### src/rtl/cargo_serial_pkg.sv
// Shared definitions for the cargo request serial transmitter: parity modes,
// FSM state encoding and the default request word width.
package cargo_serial_pkg;

  localparam int CARGO_REQ_W = 7;

  localparam int PAR_NONE = 0;
  localparam int PAR_ODD  = 1;
  localparam int PAR_EVEN = 2;

  typedef enum logic [2:0] {
    ST_IDLE,
    ST_START,
    ST_DATA,
    ST_PAR,
    ST_STOP
  } tx_state_t;

endpackage

### src/rtl/cargo_tx_fifo.sv
// Synchronous request FIFO with flush; full/empty are derived from the
// occupancy count so the pointers may simply wrap modulo DEPTH.
module cargo_tx_fifo
  import cargo_serial_pkg::*;
#(
  parameter int WIDTH = CARGO_REQ_W,
  parameter int DEPTH = 4
) (
  input  logic                       clk,
  input  logic                       reset,
  input  logic                       push,
  input  logic                       pop,
  input  logic                       flush,
  input  logic [WIDTH-1:0]           din,
  output logic [WIDTH-1:0]           dout,
  output logic [$clog2(DEPTH+1)-1:0] count,
  output logic                       empty,
  output logic                       full
);

  localparam int PTR_W = $clog2(DEPTH);
  localparam int CNT_W = $clog2(DEPTH + 1);

  logic [WIDTH-1:0] mem [DEPTH];
  logic [PTR_W-1:0] wr_ptr;
  logic [PTR_W-1:0] rd_ptr;

  always_ff @(posedge clk or posedge reset) begin
    if (reset) begin
      wr_ptr <= '0;
      rd_ptr <= '0;
      count  <= '0;
    end else if (flush) begin
      wr_ptr <= '0;
      rd_ptr <= '0;
      count  <= '0;
    end else begin
      if (push) wr_ptr <= wr_ptr + 1'b1;
      if (pop)  rd_ptr <= rd_ptr + 1'b1;
      case ({push, pop})
        2'b10:   count <= count + 1'b1;
        2'b01:   count <= count - 1'b1;
        default: ;
      endcase
    end
  end

  always_ff @(posedge clk) begin
    if (push && !flush) mem[wr_ptr] <= din;
  end

  assign dout  = mem[rd_ptr];
  assign empty = (count == '0);
  assign full  = (count == CNT_W'(DEPTH));

endmodule

### src/rtl/cargo_serial_tx.sv
// Buffered serial frame transmitter for cargo requests: start bit, data LSB
// first, optional parity, one or two stop bits on an idle-high line.
module cargo_serial_tx
  import cargo_serial_pkg::*;
#(
  parameter int DATA_W       = CARGO_REQ_W,
  parameter int CLKS_PER_BIT = 16,
  parameter int PARITY       = PAR_ODD,
  parameter int STOP_BITS    = 1,
  parameter int FIFO_DEPTH   = 4,
  parameter int DROP_ZERO    = 1
) (
  input  logic                            clk,
  input  logic                            reset,
  input  logic                            in_valid,
  output logic                            in_ready,
  input  logic [DATA_W-1:0]               in_data,
  input  logic                            flush,
  output logic                            tx,
  output logic                            busy,
  output logic [$clog2(FIFO_DEPTH+1)-1:0] fifo_count
);

  localparam int BAUD_W = $clog2(CLKS_PER_BIT);
  localparam int IDX_W  = $clog2(DATA_W + 1);
  localparam logic [BAUD_W-1:0] BAUD_LAST = BAUD_W'(CLKS_PER_BIT - 1);
  localparam logic [IDX_W-1:0]  IDX_LAST  = IDX_W'(DATA_W - 1);
  localparam logic              STOP_LAST = 1'(STOP_BITS - 1);

  tx_state_t         state, state_n;
  logic [BAUD_W-1:0] baud, baud_n;
  logic [IDX_W-1:0]  idx, idx_n;
  logic              stop_idx, stop_n;
  logic [DATA_W-1:0] shift, shift_n;
  logic              par_q, par_n;
  logic              tx_q, tx_n;
  logic              load;
  logic              push;
  logic              fifo_empty;
  logic              fifo_full;
  logic [DATA_W-1:0] head;

  assign in_ready = !reset && !flush && !fifo_full;
  assign push     = in_valid && in_ready && !((DROP_ZERO != 0) && (in_data == '0));

  cargo_tx_fifo #(
    .WIDTH (DATA_W),
    .DEPTH (FIFO_DEPTH)
  ) u_fifo (
    .clk   (clk),
    .reset (reset),
    .push  (push),
    .pop   (load),
    .flush (flush),
    .din   (in_data),
    .dout  (head),
    .count (fifo_count),
    .empty (fifo_empty),
    .full  (fifo_full)
  );

  always_ff @(posedge clk or posedge reset) begin
    if (reset) begin
      state    <= ST_IDLE;
      baud     <= '0;
      idx      <= '0;
      stop_idx <= 1'b0;
      shift    <= '0;
      par_q    <= 1'b0;
      tx_q     <= 1'b1;
    end else begin
      state    <= state_n;
      baud     <= baud_n;
      idx      <= idx_n;
      stop_idx <= stop_n;
      shift    <= shift_n;
      par_q    <= par_n;
      tx_q     <= tx_n;
    end
  end

  // tx is registered, so each branch sets the level for the bit that starts
  // on the coming edge; the load block below is shared by IDLE and the
  // final stop edge so back-to-back frames need no idle cycle.
  always_comb begin
    state_n = state;
    baud_n  = baud;
    idx_n   = idx;
    stop_n  = stop_idx;
    shift_n = shift;
    par_n   = par_q;
    tx_n    = tx_q;
    load    = 1'b0;
    case (state)
      ST_IDLE: load = !fifo_empty;
      ST_START: begin
        if (baud == BAUD_LAST) begin
          baud_n  = '0;
          idx_n   = '0;
          tx_n    = shift[0];
          state_n = ST_DATA;
        end else begin
          baud_n = baud + 1'b1;
        end
      end
      ST_DATA: begin
        if (baud == BAUD_LAST) begin
          baud_n = '0;
          if (idx == IDX_LAST) begin
            if (PARITY != PAR_NONE) begin
              state_n = ST_PAR;
              tx_n    = par_q;
            end else begin
              state_n = ST_STOP;
              tx_n    = 1'b1;
              stop_n  = 1'b0;
            end
          end else begin
            idx_n   = idx + 1'b1;
            shift_n = shift >> 1;
            tx_n    = shift[1];
          end
        end else begin
          baud_n = baud + 1'b1;
        end
      end
      ST_PAR: begin
        if (baud == BAUD_LAST) begin
          baud_n  = '0;
          state_n = ST_STOP;
          tx_n    = 1'b1;
          stop_n  = 1'b0;
        end else begin
          baud_n = baud + 1'b1;
        end
      end
      ST_STOP: begin
        if (baud == BAUD_LAST) begin
          baud_n = '0;
          if (stop_idx == STOP_LAST) begin
            if (!fifo_empty) begin
              load = 1'b1;
            end else begin
              state_n = ST_IDLE;
              tx_n    = 1'b1;
            end
          end else begin
            stop_n = 1'b1;
          end
        end else begin
          baud_n = baud + 1'b1;
        end
      end
      default: begin
        state_n = ST_IDLE;
        tx_n    = 1'b1;
      end
    endcase
    if (load) begin
      shift_n = head;
      par_n   = (PARITY == PAR_EVEN) ? ^head : ~^head;
      tx_n    = 1'b0;
      baud_n  = '0;
      state_n = ST_START;
    end
  end

  assign tx   = tx_q;
  assign busy = (state != ST_IDLE);

endmodule
### config.mk
export PLATFORM = sky130hd
export DESIGN_NAME = cargo_serial_tx
export DESIGN_NICKNAME = d
export VERILOG_FILES = /design/src/rtl/cargo_serial_pkg.sv /design/src/rtl/cargo_tx_fifo.sv /design/src/rtl/cargo_serial_tx.sv
export SDC_FILE = /design/constraint.sdc
export NUM_CORES = 1
export LEC_CHECK = 0
export BUFFER_PORTS_ARGS = -buffer_cell sky130_fd_sc_hd__buf_2
export CAP_MARGIN = 20
export CORE_ASPECT_RATIO = 0.9
export CORE_MARGIN = 1
export CORE_UTILIZATION = 35
export DETAILED_ROUTE_END_ITERATION = 10
export GPL_TIMING_DRIVEN = 0
export SLEW_MARGIN = 5
export SYNTH_ARGS = -nofsm -noshare
export SYNTH_HDL_FRONTEND = slang
export SYNTH_SLANG_ARGS = --single-unit
### constraint.sdc
create_clock -name clk -period 2.9 [get_ports clk]
set_clock_uncertainty 0.05 [all_clocks]
set_input_delay 0.725 -clock clk [delete_from_list [all_inputs] [get_ports clk]]
set_output_delay 0.725 -clock clk [all_outputs]
set_load 0.005 [all_outputs]
; ---- Yosys cells after proc, flatten, opt, wreduce, memory -nomap -nowiden
; Memory sizes are Yosys's and may differ from the RTL's.
; Cells that the tools add are included.
[word_totals]
ff_bits = 27
latch_bits = 0
ram_bits = 28
mem_bits_ro = 0
input_bits = 11
out_inout_bits = 6
wordCells = 114
memories = 1
[classes]
add_sub_neg = 6
multipliers = 0
div_mod_pow = 0
magnitude_cmp = 0
n_eq_ne = 23
n_shift = 0
n_mux = 45
bitwise = 0
n_reduce_logical = 29
[mem_list]
columns = memory, depth, width, rd, rd_clocked_by_memory_dff, wr, line
row1 = u_fifo.mem, 4, 7, 1, 0, 1, cargo_tx_fifo.sv:24  ; logic [WIDTH-1:0] mem [DEPTH];
[op_table]
columns = operator, count
row1 = 3-bit two-way mux, 12
row2 = 7-bit two-way mux, 4
row3 = "3-bit by 2-bit != test with 1-bit output, second input constant", 7
row4 = 1-bit two-way mux, 16
row5 = 3-bit case mux with 5 select lines, 1
row6 = 2-bit nonzero test, 7
row7 = 4-bit two-way mux, 3
row8 = 3-bit case mux with 2 select lines, 2
row9 = "2-bit != test, second input constant", 5
row10 = "3-bit == test, second input constant", 3
row11 = 2-bit two-way mux, 4
row12 = 8-bit AND reduction, 1
row13 = 7-bit zero test, 1
row14 = 7-bit AND reduction, 1
row15 = 7-bit XNOR reduction, 1
row16 = "3-bit by 1-bit adder with 3-bit output, second input constant", 2
row17 = "3-bit by 2-bit == test with 1-bit output, second input constant", 2
row18 = 3-bit zero test, 2
row19 = 3-bit AND reduction, 2
row20 = 3-bit nonzero test, 2
row21 = 1-bit logical AND, 5
row22 = 1-bit zero test, 5
row23 = 1-bit case mux with 5 select lines, 1
row24 = "2-bit by 1-bit adder with 2-bit output, second input constant", 2
row25 = 10 further kinds, 12

; ---- Logic depth before layout (Yosys ltp)
; Gate-level depths: netlist of the first run.
[depth]
depth_word = 8
ltp_mapped = 8
mapped_depth_nobuf = 8

; ---- Modules after synthesis
; Synthesis of the first run repeated with hierarchy kept, for this count alone.
[unflattened]
cells_unflattened = 200
area_unflattened_um2 = 2601.2
[modules_own_cells]
columns = module, n_inst, cells_each, area_per_inst_um2, seq_area_each_um2
row1 = cargo_tx_fifo, 1, 81, 1467.7, 1016.0
row2 = cargo_serial_tx, 1, 119, 1133.6, 476.7

; ---- Worst setup path after synthesis of the first run
; Ideal clock, no wire load.
[synth_timing]
kind = input port to flip-flop
startpoint = input flush
endpoint = register u_fifo.count[2]
setup_time_ns = 0.134
arrival_time_ns = 2.290
required_ns = 2.716
setup_slack_ns = 0.427
stages = 7
n_path_buf = 1
cell_sequence = clkbuf_1 a211oi_2 a21oi_1 fa_1 a211oi_1 o21a_1 nor3_1
[synth_between]
elab_chain_len = 8
word_cells_on_any_way = 10
classes_between = 2 x eq/ne / 2 x mux / 6 x reduce/logical
[synth_lines]
columns = item, line
row1 = "start, declared", cargo_serial_tx.sv:18  ; input logic flush,
row2 = 1-bit zero test *, cargo_serial_tx.sv:43  ; assign in_ready = !reset && !flush && !fifo_full;
row3 = 1-bit logical AND * (2 in a row), cargo_serial_tx.sv:43
row4 = via in_ready, cargo_serial_tx.sv:16  ; output logic in_ready,
row5 = 1-bit logical AND * (2 in a row), cargo_serial_tx.sv:44  ; assign push = in_valid && in_ready && !((DROP_ZERO != 0) && (in_data == '0));
row6 = 2-bit by 1-bit == test with 1-bit output or 2-bit == test (tied branches), cargo_tx_fifo.sv:40  ; case ({push, pop})
row7 = 3-bit case mux with 2 select lines, cargo_tx_fifo.sv:40
row8 = 3-bit two-way mux, cargo_tx_fifo.sv:33  ; end else if (flush) begin
row9 = "end signal, assigned", cargo_tx_fifo.sv:41  ; 2'b10: count <= count + 1'b1;
row10 = "end signal, assigned", cargo_tx_fifo.sv:42  ; 2'b01: count <= count - 1'b1;
row11 = "end, declared", cargo_tx_fifo.sv:16  ; output logic [$clog2(DEPTH+1)-1:0] count,
; The timed path passes the listed nets; every way through them passes the cells marked *.
; A chain may end at the register's enable or synchronous reset.

; ---- Worst setup path in the final report of the first run
[layout_timing]
startpoint = register u_fifo.count[0]
endpoint = register u_fifo.count[2]
[layout_between]
elab_chain_len = 8
word_cells_on_any_way = 18
classes_between = 2 x add/sub / 3 x eq/ne / 6 x mux / 7 x reduce/logical
[layout_lines]
columns = item, line
row1 = 3-bit zero test or 3-bit == test (tied branches), "cargo_tx_fifo.sv:53, cargo_tx_fifo.sv:54"
row2 = 1-bit two-way mux or 1-bit zero test (tied branches), "cargo_serial_tx.sv:141, cargo_serial_tx.sv:43"
row3 = 1-bit two-way mux or 1-bit logical AND (tied branches), "cargo_serial_tx.sv:140, cargo_serial_tx.sv:43"
row4 = 1-bit two-way mux or 1-bit logical AND (tied branches), "cargo_serial_tx.sv:138, cargo_serial_tx.sv:44"
row5 = 1-bit case mux with 2 select lines or 1-bit logical AND (tied branches), "cargo_serial_tx.sv:94, cargo_serial_tx.sv:44"
row6 = 2-bit by 1-bit == test with 1-bit output or 2-bit == test (tied branches), cargo_tx_fifo.sv:40
row7 = 3-bit case mux with 2 select lines, cargo_tx_fifo.sv:40
row8 = 3-bit two-way mux, cargo_tx_fifo.sv:33
; Parallel ways exist; a longest one is shown, timed or not.

==> results.py, run 1 <==
metrics = {
    "detailed_routing": {
        "antenna_left": 0,
        "first_iter_violations": 74,
        "wl_per_cell_um": 13.4,
        "dr_total_vias": 1570,
        "drt_pass1_iterations": 4,
        "vias_per_cell": 4.89,
        "drt-total-wl_um": 4290,
        "drc_errors": 0,
    },
    "finish": {
        "n_antenna_cell": 0,
        "final_common_cell": "edfxtp_1",
        "drive_gt1_frac": 0.189,
        "layout_common_cells": "edfxtp_1, dfrtp_1, nand2_1, buf_2",
        "syn_to_final_growth_pct": 12.0,
        "multi_input_area_sq_um": 1010,
        "nFillCells": 682,
        "finalNetCount": 246,
        "regArea_sq_um": 1490,
        "final_area_sq_um": 2860,
    },
    "synth": {
        "ys_types": 42,
        "syn-num-nets": 223,
        "ys_ff_latch": 54,
        "syn_inst": 204,
        "synth_edf_count": 28,
        "yosysSeqAreaShare": 0.584,
        "dominantRegCellSynth": "edfxtp_1",
        "syn_avg_cell_area_sq_um": 12.5,
        "ys_warn_count": 0,
        "netlist_area_sq_um": 2560,
        "ys_async_sr_fraction": 0.481,
    },
    "placed_design": {
        "place_area_sq_um": 2750,
        "hpwlAfterDp_um": 3020,
        "portBuffers": 15,
        "gp_congestion": 0.782,
    },
    "grt": {
        "grt_pass1_vias": 1483,
        "grt_max_degree": 27,
        "overflow": 0,
        "grt_use_total": 0.125,
        "grt_pass1_wl_um": 7380,
        "antenna_found_initial": 0,
    },
    "sta": {
        "slew_headroom": 0.582,
        "finalSetupViolCount": 0,
        "fmax_mhz": 395,
        "final_hold_viol_count": 0,
        "fin_setup_tns_ps": 0,
        "hold_slack_ps": 400,
        "period_share": 0.874,
        "rsz0062_at_grt": "no",
        "tightest_slew_ps": 623,
        "slew_viol_final": 0,
        "fin_crit_ps": 2530,
    },
    "pwr": {
        "p_per_area_nw_per_um2": 749,
        "ir_drop_mv": 0.316,
        "leakage_nw": 1.14,
    },
    "clock_network": {
        "cts.sinks": 54,
        "cts.repair.resized": 0,
        "ctsRootBufferMaster": "clkbuf_8",
        "holdBufCountCts": 0,
        "clockBufferDepth": 2,
        "cts_tree": "built",
        "cts_buffers": 5,
        "clkTransAtPathRegs_ps": 100,
        "htree_levels": 2,
        "postCtsSetupBuffers": 0,
        "clock_latency_ps": 310,
    },
    "flow_run": {
        "cap_violations": 0,
    },
    "setup_path": {
        "regToRegEndpoint": "u_fifo.count[2]",
        "rr_startpoint": "u_fifo.count[0]",
        "reg2regPathDepth": 7,
        "critPathKind": "flop to flop",
        "crit_start": "u_fifo.count[0]",
        "cp-end-kind": "flop",
        "critical_path_arrival_ps": 2720,
        "critPathRequiredTime_ps": 3080,
        "critPathLaunchType": "flop",
        "crit_path_end": "u_fifo.count[2]",
        "critical_path.max_fanout": 6,
        "r2r_setup_slack_ps": 370,
    },
    "die": {
        "die-height_um": 83.1,
        "rows": 29,
        "die_x_um": 92.1,
        "die_area_sq_um": 7650,
        "io_pins": 17,
        "start_util": 0.361,
        "design.core.area_sq_um": 7080,
    },
    "status": {
        "status": "completed",
    },
    "min_path": {
        "hold_path.class": "input pin to asynchronous set/reset pin",
    },
}
==> cell families after synthesis <==
kind of cell,share of synthesized area
and+or+nand+nor,0.128
xor gates and xnor gates,0.0343
muxes,0.107
adders and majority gates,0.0421
AOI/OAI and AO/OA,0.0837
buffers and inverters,0.0215
DFF,0.584
==> area by class of cell <==
type	count	share of cell area
repair buffers	16	0.0315
inverters	5	0.00656
flip-flops and latches	54	0.521
well taps	93	0.0406
plain buffers	9	0.0127
clock buffers	6	0.0288
multi-input cells	136	0.352
clock inverters	2	0.00612
==> sequential cells by signal (all words and copies together) (netlist names) <==
| name | flops |
|---|---|
| baud | 4 |
| u_fifo.wr_ptr | 2 |
| u_fifo.count | 3 |
| shift | 7 |
| state | 3 |
| tx | 1 |
| idx | 3 |
| u_fifo.mem | 28 |
| u_fifo.rd_ptr | 2 |
| par_q | 1 |
==> worst max-delay path, stage by stage, from the launching register on <==
cell and delay, ps:
dfrtp_1 460, nor3_1 560, a2111o_1 300, a21oi_1 130, fa_1 430, a211oi_1 290, nor3_1 70, nor3_1 160
==> stage by stage <==
step / std cells / setup slack [ps] / util / total power, mW
after CTS: 320 / 327 / 0.402 / 2.17
after floorplan: 204 / 427 / - / 1.56
final: 321 / 367 / 0.405 / 2.14
after global placement: 312 / 148 / 0.388 / 1.70
after global routing: 321 / 126 / 0.405 / 2.30
after detailed placement: 312 / 126 / 0.388 / 1.72
==> layer usage <==
layer	vias up	share of wire	wire, um	GRT usage
li1	791	-	-	-
met1	757	0.50	2130	0.177
met2	20	0.47	2010	0.190
met3	2	0.029	124	0.0357
met4	0	0.0056	24	0.0341
met5	-	0	0	0
==> power by group <==
| group | switching (mW) | internal, mW |
|---|---|---|
| sequential | 0.100 | 0.946 |
| clock | 0.251 | 0.197 |
| combinational | 0.361 | 0.289 |
| total | 0.713 | 1.43 |
==> cells in the mapped netlist (2+ instances only) <==
library cell | instances | area (sq um)
edfxtp_1 | 28 | 841
dfrtp_1 | 25 | 626
nand2_1 | 23 | 86.3
nor2_1 | 16 | 60.1
o21ai_0 | 16 | 80.1
nor3_1 | 8 | 40.0
ha_1 | 7 | 87.6
mux2i_1 | 7 | 70.1
mux4_2 | 7 | 158
a21oi_1 | 6 | 30.0
and3_1 | 6 | 37.5
clkbuf_1 | 6 | 22.5
xnor2_1 | 6 | 52.6
inv_1 | 5 | 18.8
mux2_2 | 4 | 45.0
xor2_1 | 4 | 35.0
nand3_1 | 3 | 15.0
a211oi_1 | 2 | 15.0
buf_2 | 2 | 10.0
==> worst min-delay path by stage <==
stage / end / startpoint
6_report: par_q / reset
3_3_place_gp: par_q / par_q
2_1_floorplan: par_q / par_q
4_1_cts: par_q / par_q
3_5_place_dp: par_q / par_q
5_1_grt: shift[1] / reset
Note: power is estimated with default switching activity, not from simulation.
==> inputs of run 2 (changes only) <==
Settings changed: CORE_ASPECT_RATIO 0.9 to 2.
Clock period 2.9 ns to 3.24 ns, I/O delays scaled along.
==> results.py, run 2 (same netlist as run 1, synthesis figures left out) <==
metrics = {
    "clock_network": {
        "clock_latency_ps": 300,
        "cts.repair.resized": 0,
        "ctsRootBufferMaster": "clkbuf_16",
        "cts_tree": "built",
        "cts.sinks": 54,
        "cts_buffers": 5,
        "htree_levels": 2,
        "clkTransAtPathRegs_ps": 60,
        "clockBufferDepth": 2,
        "postCtsSetupBuffers": 0,
        "holdBufCountCts": 0,
    },
    "detailed_routing": {
        "first_iter_violations": 39,
        "drt-total-wl_um": 4560,
        "dr_total_vias": 1588,
        "vias_per_cell": 4.99,
        "wl_per_cell_um": 14.3,
        "drt_pass1_iterations": 4,
        "drc_errors": 0,
        "antenna_left": 0,
    },
    "grt": {
        "grt_pass1_wl_um": 7880,
        "grt_use_total": 0.137,
        "overflow": 0,
        "grt_pass1_vias": 1672,
        "antenna_found_initial": 0,
        "grt_max_degree": 27,
    },
    "sta": {
        "fmax_mhz": 390,
        "final.setup.worst_slack_ps": 675,
        "slew_headroom": 0.592,
        "period_share": 0.792,
        "fin_crit_ps": 2570,
        "final_hold_viol_count": 0,
        "finalSetupViolCount": 0,
        "fin_setup_tns_ps": 0,
        "tightest_slew_ps": 608,
        "slew_viol_final": 0,
        "rsz0062_at_grt": "no",
    },
    "die": {
        "die_x_um": 62.4,
        "die_area_sq_um": 7670,
        "start_util": 0.365,
        "design.core.area_sq_um": 6990,
        "io_pins": 17,
        "rows": 43,
        "die-height_um": 123,
    },
    "setup_path": {
        "crit_path_cell_trace": "buf_2 > nor4_1 > a21boi_1 > a21oi_1 > fa_1 > a211oi_1 > nor3_1 > nor3_1",
        "critical-path-top-delay-family": "compound AO/OA/AOI/OAI gates",
        "critical_path.max_fanout": 9,
        "critical_path_arrival_ps": 2720,
        "critPathKind": "input pin to flop",
        "crit_slowest_cell": "a21boi_1",
        "crit_buf_inv": 1,
        "cpMostUsedCell": "nor3_1",
        "critPathRequiredTime_ps": 3400,
        "slowest_delay_ps": 470,
        "cp-end-kind": "flop",
        "critPathLaunchType": "input pin",
    },
    "finish": {
        "largest-register": "u_fifo.mem",
        "finalNetCount": 246,
        "largest_reg_flops": 28,
        "drive_gt1_frac": 0.189,
        "syn_to_final_growth_pct": 15.0,
        "reg.largest.list": "u_fifo.mem (28), shift (7), baud (4)",
        "final_area_sq_um": 2940,
        "final_common_cell": "edfxtp_1",
        "nFillCells": 690,
        "final_util": 0.420,
        "n_antenna_cell": 0,
        "final_cells": 318,
        "layout_common_cells": "edfxtp_1, dfrtp_1, nand2_1, buf_2",
    },
    "pwr": {
        "swShare": 0.309,
        "p_per_area_nw_per_um2": 726,
        "pwr-share-seq": 0.440,
        "cell_internal_pwr_mw": 1.47,
        "leakage_nw": 1.17,
        "clockPowerShare": 0.284,
        "power_frac_comb": 0.276,
        "ir_drop_mv": 0.483,
        "switching_power_mw": 0.660,
    },
    "placed_design": {
        "gp_congestion": 0.745,
        "placed_cells": 309,
        "dp_worst_setup_slack_ps": 297,
        "portBuffers": 15,
        "place_area_sq_um": 2740,
        "hpwlAfterDp_um": 3480,
    },
    "flow_run": {
        "cap_violations": 0,
    },
    "status": {
        "status": "completed",
    },
    "min_path": {
        "hold_path.class": "input pin to asynchronous set/reset pin",
    },
}
[run 2: final cells by class]
type                    instances  area (sq um)  share of cell area
clock inverters                 3          43.8              0.0149
inverters                       5          18.8             0.00638
well taps                      90           113              0.0383
flip-flops and latches         54          1490               0.508
multi-input cells             136          1010               0.343
clock buffers                   5           125              0.0426
plain buffers                   9          36.3              0.0123
repair buffers                 16           103              0.0349
[run 2: power by group through the flow]
stage | clock network [mW] | logic (mW) | registers, mW
after floorplan | 0 | 0.462 | 0.932
after global placement | 0 | 0.581 | 0.951
after detailed placement | 0 | 0.594 | 0.957
after CTS | 0.623 | 0.597 | 0.942
after global routing | 0.644 | 0.682 | 0.960
final | 0.606 | 0.589 | 0.938
[run 2: path summary, 6_finish.rpt]
kind / from / cells past startpoint / slack (ps) / endpoint
worst max-delay path: in_data[2] / 8 / 670 / u_fifo.count[2]
worst min register to register: par_q / 2 / 440 / par_q
min in group clk: par_q / 2 / 440 / par_q
worst min-delay path: reset / 2 / 390 / u_fifo.wr_ptr[1]
max in group asynchronous: reset / 3 / 2310 / tx
worst max register to register: u_fifo.count[0] / 7 / 720 / u_fifo.count[2]
[run 2: per-stage QoR]
step	power (mW)	hold WS [ps]
global route	2.29	402
global placement	1.53	409
floorplan	1.39	396
finish	2.13	390
detailed placement	1.55	427
CTS	2.16	444
[run 2: metal layers]
layer	vias to the layer above	wire length, um	share of wire	track usage
met5	-	0	0	0
met4	0	136	0.030	0.0843
met3	10	109	0.024	0.0288
met2	17	2710	0.59	0.265
met1	775	1610	0.35	0.128
li1	786	-	-	-
